==> config.mk <==
export PLATFORM = sky130hd
export DESIGN_NAME = fetch_sequencer
export DESIGN_NICKNAME = d
export VERILOG_FILES = /design/src/rtl/fetch_sequencer.sv
export SDC_FILE = /design/constraint.sdc
export NUM_CORES = 1
export LEC_CHECK = 0
export CAP_MARGIN = 20
export CORE_ASPECT_RATIO = 1.2
export CORE_MARGIN = 5
export CORE_UTILIZATION = 35
export DETAILED_ROUTE_END_ITERATION = 8
export GPL_TIMING_DRIVEN = 0
export PLACE_DENSITY = 0.67
export SYNTH_ARGS = -nofsm -noshare
export SYNTH_HDL_FRONTEND = slang
export SYNTH_SLANG_ARGS = --single-unit
==> constraint.sdc <==
create_clock -name clk -period 4.17 [get_ports clk]
set_input_delay 1.251 -clock clk [delete_from_list [all_inputs] [get_ports clk]]
set_output_delay 1.251 -clock clk [all_outputs]
set_load 0.005 [all_outputs]
==> src/rtl/fetch_sequencer.sv <==
// Instruction-fetch controller for the asynchronous program ROM.
// Owns the program counter, fetches one 35-bit word per cycle into a
// single registered buffer handed to decode over valid/ready, redirects
// on execute jumps, and shares the ROM port with a debug reader that is
// protected from starvation by a wait counter.
module fetch_sequencer #(
  parameter logic [7:0]  RESET_PC     = 8'd0,
  parameter logic [7:0]  PC_STEP      = 8'd4,
  parameter int unsigned DBG_MAX_WAIT = 4
) (
  input  logic        clk,
  input  logic        rst_n,
  input  logic        start,
  input  logic        halt,
  output logic [7:0]  rom_addr,
  input  logic [34:0] rom_data,
  output logic [34:0] instr,
  output logic [7:0]  instr_pc,
  output logic        instr_valid,
  input  logic        instr_ready,
  input  logic        jump_valid,
  input  logic [7:0]  jump_target,
  input  logic        dbg_req,
  input  logic [7:0]  dbg_addr,
  output logic [34:0] dbg_data,
  output logic        dbg_ack,
  output logic [1:0]  state
);

  typedef enum logic [1:0] {
    S_IDLE = 2'd0,
    S_RUN  = 2'd1,
    S_HALT = 2'd2
  } state_t;

  localparam logic [3:0] WAIT_LIMIT = 4'(DBG_MAX_WAIT);

  state_t      cur_state;
  logic [7:0]  pc;
  logic [3:0]  wait_cnt;

  logic        buf_free;
  logic        jump_take;
  logic        fetch_slot;
  logic        dbg_want;
  logic        forced_yield;
  logic        fetch;
  logic        dbg_grant;

  // The buffer can take a new word if it is empty or being drained now.
  assign buf_free     = !instr_valid || instr_ready;
  // Jumps are only honoured once the sequencer has been started.
  assign jump_take    = jump_valid && (cur_state != S_IDLE);
  // A cycle in which fetch would normally own the ROM port.
  assign fetch_slot   = (cur_state == S_RUN) && !halt && !jump_valid && buf_free;
  // One grant per request: the ack cycle never grants again.
  assign dbg_want     = dbg_req && !dbg_ack;
  // A starved debug request steals exactly one fetch slot.
  assign forced_yield = fetch_slot && dbg_want && (wait_cnt == WAIT_LIMIT);
  assign fetch        = fetch_slot && !forced_yield;
  // Debug gets the port whenever fetch is not using it.
  assign dbg_grant    = dbg_want && !fetch;

  assign rom_addr = dbg_grant ? dbg_addr : pc;
  assign state    = cur_state;

  // Sequencer state, program counter, instruction buffer and debug port.
  always_ff @(posedge clk) begin
    // NOTE: every register here uses <= so all updates see the same
    // pre-edge values, regardless of statement order.
    if (!rst_n) begin
      cur_state   <= S_IDLE;
      pc          <= RESET_PC;
      instr       <= '0;
      instr_pc    <= '0;
      instr_valid <= 1'b0;
      dbg_data    <= '0;
      dbg_ack     <= 1'b0;
      wait_cnt    <= '0;
    end else begin
      unique case (cur_state)
        S_IDLE:  if (start) cur_state <= S_RUN;
        S_RUN:   if (halt)  cur_state <= S_HALT;
        S_HALT:  if (!halt) cur_state <= S_RUN;
        default: cur_state <= S_IDLE;
      endcase

      // A jump flushes the buffer even if decode took the word this cycle.
      if (jump_take) begin
        pc          <= jump_target;
        instr_valid <= 1'b0;
      end else if (fetch) begin
        instr       <= rom_data;
        instr_pc    <= pc;
        instr_valid <= 1'b1;
        pc          <= pc + PC_STEP;
      end else if (instr_valid && instr_ready) begin
        instr_valid <= 1'b0;
      end

      dbg_ack <= dbg_grant;
      if (dbg_grant) dbg_data <= rom_data;

      // Counts consecutive ungranted request cycles; saturates at 15.
      if (dbg_grant || !dbg_req) begin
        wait_cnt <= '0;
      end else if (wait_cnt != 4'hF) begin
        wait_cnt <= wait_cnt + 4'd1;
      end
    end
  end

endmodule

; Yosys cells after proc, flatten, opt, wreduce, memory -nomap -nowiden
; Index checks and enable logic that the tools add are counted.
[word_totals]
ff_bits = 94
inputBits = 58
output_inout_bits = 90
wordCells = 55
[op_classes]
n_addsub = 2
eq_ne = 7
muxes = 9
bitwise = 2
reduce_logical = 27
[ops]
columns = cell, count
row1 = 8-bit 2-to-1 mux, 3
row2 = 1-bit logical AND, 10
row3 = 8-bit by 3-bit adder with 8-bit output (second input constant), 1
row4 = 1-bit logical NOT, 7
row5 = 2-bit 2-to-1 mux, 3
row6 = 2-bit inequality test (second input constant), 3
row7 = 2-bit one-hot mux with 3 select lines, 1
row8 = 2-bit nonzero test, 3
row9 = 4-bit by 1-bit adder with 4-bit output (second input constant), 1
row10 = 4-bit by 3-bit == test with 1-bit output (second input constant), 1
row11 = 4-bit inequality test (second input constant), 1
row12 = 2-bit OR reduction, 2
row13 = 3-bit AND reduction, 1
row14 = 2-bit by 1-bit == test with 1-bit output (second input constant), 1
row15 = 2-bit == test (second input constant), 1
row16 = 2-bit logical NOT, 1
row17 = 1-bit logical OR, 2
row18 = 1-bit 2-to-1 mux, 2
row19 = 1-bit NOT, 2
row20 = 2-bit AND reduction, 1

; Depth between registers and ports, before layout
; Gate-level depths: netlist (run 1).
[depth]
ltp_word = 12
ltp_mapped = 8
depth_no_buf = 6

; Worst setup path before layout (run 1)
; Ideal clock, no wire load.
[synth_path]
kind = in2out
startpoint = input port jump_valid
endpoint = output port rom_addr[0]
t_arrival_ps = 2658
t_required_ps = 2919
setup_slack_ps = 261
path_stages = 4
path_buffers = 1
cell_sequence = or4b_4 > o31ai_4 > buf_4 > mux2_2
[synth_via]
elab_chain_cells = 10
[synth_lines]
columns = element, line
row1 = from (decl), 21  ; input logic jump_valid,
row2 = 1-bit logical NOT *, 55  ; assign fetch_slot = (cur_state == S_RUN) && !halt && !jump_valid && buf_free;
row3 = 1-bit logical AND * (2 in a row), 55
row4 = 1-bit logical AND (2 in a row), 59  ; assign forced_yield = fetch_slot && dbg_want && (wait_cnt == WAIT_LIMIT);
row5 = 1-bit logical NOT, 60  ; assign fetch = fetch_slot && !forced_yield;
row6 = 1-bit logical AND *, 60
row7 = 1-bit logical NOT *, 62  ; assign dbg_grant = dbg_want && !fetch;
row8 = 1-bit logical AND *, 62
row9 = 8-bit 2-to-1 mux *, 64  ; assign rom_addr = dbg_grant ? dbg_addr : pc;
row10 = to (decl), 15  ; output logic [7:0] rom_addr,
; Mark *: on every way between the ends. The rest lies on a longest branch, timed or not.

; Worst setup path in the final report (run 1)
[layout_path]
startpoint = input port jump_valid
endpoint = output port rom_addr[3]
; The elaborated chain is that of the path after synthesis.

==> results of run 1 <==
repair_timing:
item / CTS / global route
cloned: 1 / 0
hold endpoints to repair: 0 / 0
setup endpoints to repair: 8 / 5
pin swaps: 2 / 2
gates resized for setup: 50 / 11
setup buffers: 7 / 3
worst min path at each step:
stage / endpoint / depth (start not counted) / slack (ns)
6_report: instr[24] / 2 / 0.45
2_1_floorplan: pc[0] / 2 / 0.45
5_1_grt: instr[24] / 2 / 0.47
3_5_place_dp: instr[24] / 2 / 0.45
4_1_cts: instr[24] / 2 / 0.46
3_3_place_gp: instr_pc[5] / 2 / 0.44
per-stage QoR:
step / std cells / hold WS, ns
2_1_floorplan: 444 / 0.447
3_3_place_gp: 717 / 0.441
3_5_place_dp: 717 / 0.448
4_1_cts: 741 / 0.456
5_1_grt: 744 / 0.474
6_report: 744 / 0.453
logic make-up after synthesis:
| logic type | Yosys count |
|---|---|
| AO/OA/AOI/OAI | 99 |
| AND/OR/NAND/NOR | 197 |
| multiplexers | 10 |
| flip-flops | 94 |
| XOR/XNOR | 2 |
| adder cells (fa/ha/maj) | 3 |
| buffers and inverters | 39 |
flip-flops by register name (all words and copies together) (netlist names):
name and count:
dbg_ack 1, dbg_data 35, instr 35, instr_pc 8, instr_valid 1, pc 8, state 2, wait_cnt 4
worst max-delay path, delay by kind of cell:
kind                   cells  cell delay [ns]
AOI/OAI and AO/OA          1             0.35
buffers and inverters      4             0.49
muxes                      1             0.30
and+or+nand+nor            1             0.53
cell type report:
class	instances	area, sq um
fillers	943	4350
flip-flops and latches	94	1880
clock buffers	10	229
inverters	5	18.8
well taps	126	158
repair buffers	158	1580
multi-input cells	311	1590
plain buffers	34	149
clock inverters	6	110
layer usage:
metal | global-route usage (%) | vias to the layer above
li1 | - | 1840
met3 | 5.41 | 23
met4 | 8.78 | 0
met2 | 29.1 | 158
met1 | 23.9 | 1681
met5 | 0 | -
where the power goes:
group          switching [mW]  total [mW]  internal (mW)
sequential             0.0264       0.964          0.937
clock                   0.340       0.925          0.585
combinational           0.130       0.302          0.172
cells in the final DEF, fill, tap and decap left out, types with 2 or more instances in the layout:
cell / netlist / final
clkdlybuf4s50_1: 0 / 137
o21ai_0: 36 / 36
buf_2: 8 / 11
buf_6: 0 / 11
a21oi_1: 44 / 44
or3_1: 4 / 4
clkinvlp_4: 0 / 2
nor3_1: 8 / 8
nor2b_2: 0 / 2
a31oi_1: 6 / 6
mux2_2: 8 / 3
ha_1: 3 / 3
nand3_1: 44 / 44
a32oi_1: 4 / 4
clkbuf_1: 24 / 25
xnor2_1: 2 / 2
buf_4: 2 / 7
nor2_1: 10 / 10
bufinv_16: 0 / 3
inv_1: 4 / 4
mux2_4: 0 / 5
nand2_1: 125 / 125
mux2i_1: 2 / 2
dfxtp_1: 94 / 94
clkbuf_16: 0 / 9
o21a_1: 2 / 2
==> summary.md, run 1 <==
| Metric | Value |
|---|---|
| Skew-Pair Late Insertion Delay | 0.34 ns |
| Flops & latches, synth | 94 |
| Rel. slew slack | 51.6% |
| Worst Clk Skew | 0.00329 ns |
| Status | finished with violations |
| Vias in the first global route | 3,676 |
| DR vias | 3,702 |
| Number of synthesized flops with an enable pin | 0 |
| Mux share of post-synthesis cell area | 3.05% |
| CTS tree | yes |
| Final setup fails | 3 |
| Worst-path maximum fanout | 3 |
| Die width | 103 microns |
| Final instance area | ~5700 sq um |
| Crit path kind | in2out |
| Synth Area in Adders | 1.04% |
| Routed len/inst | 16.0 microns |
| Crit path DAT | 2.93 ns |
| Setup ws final | -0.00935 ns |
| Buffers on Ports | 147 |
| Peak Freq | 239 MHz |
| Failing checks | negative setup slack |
| Worst slew pin tran | 0.721 ns |
| Routed Antenna Nets | 0 |
| VDD IR-drop max | 0.184 mV |
| DR DRC count | 0 |
| TNS Setup | -0.0194 ns |
| Count leader, synth | nand2_1 |
| Fin nets | 674 |
| Synth Instances | 444 |
| DRT iter0 DRCs | 144 |
| WL final | 11.9 mm |
| Slew Limit Fails | 0 |
| Final Util | 56.8% |
| Register area share after synthesis | between 50% and 60% |
| Final Hold Fails | 0 |
| PwrDens | 383 nW/um^2 |
| Site Rows | 40 |
| Simple-gate share of the synthesized area | 23.3% |
| DR WL met3 | 1.17 mm |
| Hold_buf cts | 0 |
| Largest family of logic cells by synthesized area | simple AND/OR/NAND/NOR gates |
| Top cell type's share of synthesized area | a little over half |
| Core ar. | slightly above 10,000 sq um |
| Maximum clock path buffer count | 2 |
| R2r startpoint | state[0] |
| Period utilisation layout | 100% |
| CP Capture Type | primary output |
| First-pass GRT wire length | between 15 and 20 mm |
| Post-Synth XOR/XNOR Area | 0.485% |
| Syn Nets | ~510 |
| Setup WS pre-CTS | -0.816 ns |
| Routability cong. | between 0.8 and 0.9 |
| Hold Path Class | reg2reg |
| H-tree levels | 3 |
| Kind of start point of the critical path | input pin |
| Min cycle time layout | around 4.2 ns |
| # diodes | 0 |
| Total gr overflow | 0 |
| Crit-path cells | buf_8 -> or4b_4 -> o31ai_4 -> buf_6 -> buf_6 -> mux2_4 -> buf_6 |
| Worst Setup SP | jump_valid |
| Final Power | 2.19 mW |
| Async S/R FF share, synth | 0% |
| Ys Warns | 0 |
| Largest net degree at the start of global routing | 16 |
| Worst EP required | between 2 and 3 ns |
| DR pass1 iterations | 5 |
| Min-delay src | instr[24] |
| Synth Area in Compound Gates | 15.5% |
| Worst path max stage delay | approximately 0.53 ns |
| DR WL met2 | 5.46 mm |
| GRT Util Overall | 18.8% |
| Clk pin slew, worst setup/hold paths | 0.06 ns |
| Worst Setup EP | rom_addr[3] |
| RSZ-0062 raised after global routing | yes |
| # IOs | 148 |
| Synth area leaders | dfxtp_1 (52%), nand2_1 (13%), a21oi_1 (6.1%) |
| Vias per cell | between 4 and 5 |
| Flop2flop setup slack | 1.73 ns |
| Initial antenna violation count | 0 |
| Area Overhead vs Synth | 58.2% |
| Netlist cell types | 32 |
| Top Metal Used | met4 |
| DP HPWL | 8.86 mm |
| Top_reg_cell synth | dfxtp_1 |
| Initial core utilization | 35.9% |
| Worst R2R End | instr[31] |
| Layout cell share with drive strength beyond 1 | 9.87% |
| MaxCap Viol Count | 0 |
| WL met1 | 4.97 mm |
| Worst Reg-to-Reg Cells | 8 |
| Synthesized area | 3610 sq um |
| Most common library cells after synthesis | nand2_1 (125), dfxtp_1 (94), a21oi_1 (44), nand3_1 (44), o21ai_0 (36) |
| Cell mode on critical path | buf_6 |
| CP max-delay cell | or4b_4 |
| Root Buffer | clkbuf_16 |
| Die Outline Area | 12,500 sq um |
| Leakage | 2.06 nW |
| Post-DP Area | approximately 5200 sq um |
| Mapped Avg Cell Area | 8.13 sq um |
| Die Span Y | 121 microns |
| Cts bufs inserted | 9 |
| Post-synth top area cell | dfxtp_1 |
| Clk sinks | 94 |
No activity file was read; power rests on OpenSTA's default activity.
==> run 2, diff against run 1 <==
--- a/config.mk
+++ b/config.mk
@@ -8,10 +8,10 @@
 export CAP_MARGIN = 20
 export CORE_ASPECT_RATIO = 1.2
 export CORE_MARGIN = 5
-export CORE_UTILIZATION = 35
+export CORE_UTILIZATION = 33
 export DETAILED_ROUTE_END_ITERATION = 8
 export GPL_TIMING_DRIVEN = 0
-export PLACE_DENSITY = 0.67
+export MAX_ROUTING_LAYER = met4
 export SYNTH_ARGS = -nofsm -noshare
 export SYNTH_HDL_FRONTEND = slang
 export SYNTH_SLANG_ARGS = --single-unit
==> run 2 against run 1 <==
- the run now ends clean
- global-route usage fell by 0.36 points
- maximum frequency grew 1.1%
- critical endpoint is now rom_addr[4]
- wire length is 0.62% lower
- worst setup slack improved by 0.046 ns
- clock power fell by 18%
- non-clock buffer count did not move
- cell count up 0.27%
- clock skew up 0.0036 ns
- highest routed layer unchanged
- largest power group unchanged
- clock-buffer cell count is 2 higher
- core utilization decreased by 3.7 points
- via count is 1.5% lower
==> summary.md, run 2 (synthesized netlist as in run 1, its figures left out) <==
| Metric | Value |
|---|---|
| H-tree levels | 3 (unchanged) |
| Worst Clk Skew | 0.00686 ns (+0.00357 ns) |
| Clk sinks | 94 (unchanged) |
| First-pass GRT wire length | 18.9 mm (+3.2%) |
| Site Rows | 41 (+2.5%) |
| Cts bufs inserted | 9 (unchanged) |
| Vias per cell | 4.89 (-1.8%) |
| MaxCap Viol Count | 0 (unchanged) |
| DR pass1 iterations | 4 (-1) |
| Largest net degree at the start of global routing | 15 (-1) |
| DP HPWL | 8.88 mm (+0.29%) |
| Setup WS pre-CTS | -0.812 ns (+0.00360 ns) |
| Top Registers | dbg_data x35, instr x35 |
| Buffers on Ports | 147 (unchanged) |
| Skew-Pair Late Insertion Delay | 0.33 ns (about the same) |
| Initial core utilization | 34.0% (-1.9 points) |
| Final setup fails | 0 (-3) |
| R2r startpoint | state[0] |
| DR vias | 3,646 (-1.5%) |
| Status | completed |
| Routed Antenna Nets | 0 (unchanged) |
| VDD IR-drop max | 0.158 mV (-14%) |
| Initial antenna violation count | 0 (unchanged) |
| Setup ws final | 0.0367 ns (+0.0461 ns) |
| Fin nets | 674 (unchanged) |
| Period utilisation layout | 99.1% (-1.1 points) |
| Non-Filler Instances | 746 (+0.27%) |
| Hold Crit Depth | 2 (unchanged) |
| # IOs | 148 (unchanged) |
| Commonest non-fill, non-tap cell in the layout | clkdlybuf4s50_1 |
| Min cycle time layout | 4.13 ns (-0.0461 ns) |
| DRT iter0 DRCs | 147 (+2.1%) |
| Worst R2R End | instr[27] |
| Flop2flop setup slack | 1.82 ns (+0.09 ns) |
| Rel. slew slack | 54.3% (+2.6 points) |
| DR DRC count | 0 (unchanged) |
| Slew Limit Fails | 0 (unchanged) |
| Die Span Y | 125 microns (+2.7%) |
| Total gr overflow | 0 (unchanged) |
| Min-delay src | instr[28] |
| Most frequent cells in the layout | clkdlybuf4s50_1 (136), nand2_1 (125), dfxtp_1 (94) |
| Area Overhead vs Synth | 56.1% |
| Endpoint of the worst hold path | instr[28] |
| # diodes | 0 (unchanged) |
| Layout cell share with drive strength beyond 1 | 9.72% (-0.15 points) |
| Peak Freq | 242 MHz (+1.1%) |
| Vias in the first global route | 3,727 (+1.4%) |
| Hold Path Class | reg2reg |
| Final Power | 2.02 mW (-7.7%) |
| GRT Util Overall | 18.5% (-0.36 points) |
| Core ar. | 10,600 sq um (+5.6%) |
| WL final | 11.8 mm (-0.62%) |
| Kind of start point of the critical path | input pin |
| Die width | 105 microns (+2.7%) |
| Dpl cells | 720 (+0.42%) |
| Final Util | 53.1% (-3.7 points) |
| PwrDens | 359 nW/um^2 (-6.5%) |
| Final Hold Fails | 0 (unchanged) |
| Crit path kind | in2out |
| Root Buffer | clkbuf_16 |
| Maximum clock path buffer count | 2 (unchanged) |
| Clk pin slew, worst setup/hold paths | 0.06 ns (about the same) |
| Crit path DAT | 2.88 ns (-0.05 ns) |
| RSZ-0062 raised after global routing | yes |
| Worst Reg-to-Reg Cells | 8 (unchanged) |
| Worst EP required | 2.92 ns (about the same) |
| Routability cong. | 0.799 (-0.92%) |
| Die Outline Area | 13,100 sq um (+5.5%) |
| Leakage | 2.03 nW (-1.7%) |
| Routed len/inst | 15.8 microns (-0.89%) |
| Worst-path maximum fanout | 5 (+2) |
| CTS tree | yes |
| Worst slew pin tran | 0.682 ns (-0.0395 ns) |
| CP Capture Type | primary output |
| Hold_buf cts | 0 (unchanged) |
-- run 2: critical path, stage by stage --
cell and delay (ns):
buf_8 0.10, or4b_4 0.54, o31ai_4 0.29, buf_6 0.19, buf_6 0.10, mux2_4 0.29, buf_6 0.12
-- run 2: routing by layer --
layer / vias up / track usage, % / wire length [microns]
li1: 1844 / - / -
met1: 1663 / 21.2 / 5120
met2: 127 / 31.2 / 5710
met3: 12 / 5.08 / 803
met4: 0 / 5.56 / 182
met5: - / - / 0
-- run 2: where the power goes --
group | internal, mW | leakage, nW | switching (mW)
Sequential | 0.937 | 0.766 | 0.0269
Combinational | 0.169 | 1.13 | 0.128
Clock | 0.433 | 0.131 | 0.328
Total | 1.54 | 2.03 | 0.483
-- run 2: repair_timing --
item | 4_1_cts | 5_1_grt
setup buffers | 9 | 1
pin swaps | 2 | 0
cloned | 1 | 0
setup endpoints to repair | 8 | 7
gates resized for setup | 45 | 14
-- run 2: worst max path at each step --
stage	from	end	depth (start not counted)
floorplan	jump_valid	rom_addr[0]	4
global placement	jump_valid	rom_addr[0]	6
detailed placement	jump_valid	rom_addr[0]	6
CTS	halt	rom_addr[5]	7
global route	halt	rom_addr[0]	7
finish	halt	rom_addr[4]	7
-- run 2: layout make-up --
cell class              count  area [sq um]
multi-input cells         311          1590
clock buffers              12           256
repair buffers            158          1560
plain buffers              34           149
fillers                  1032          4980
clock inverters             3          20.0
inverters                   5          18.8
flip-flops and latches     94          1880
well taps                 129           161
-- run 2: metrics by stage --
step / hold slack [ns] / setup TNS, ns / area [sq um]
CTS: 0.458 / 0 / 5600
global route: 0.475 / -0.0514 / 5640
finish: 0.455 / 0 / 5640
global placement: 0.444 / -6.40 / 5240
detailed placement: 0.448 / -6.45 / 5240
floorplan: 0.447 / 0 / 3610
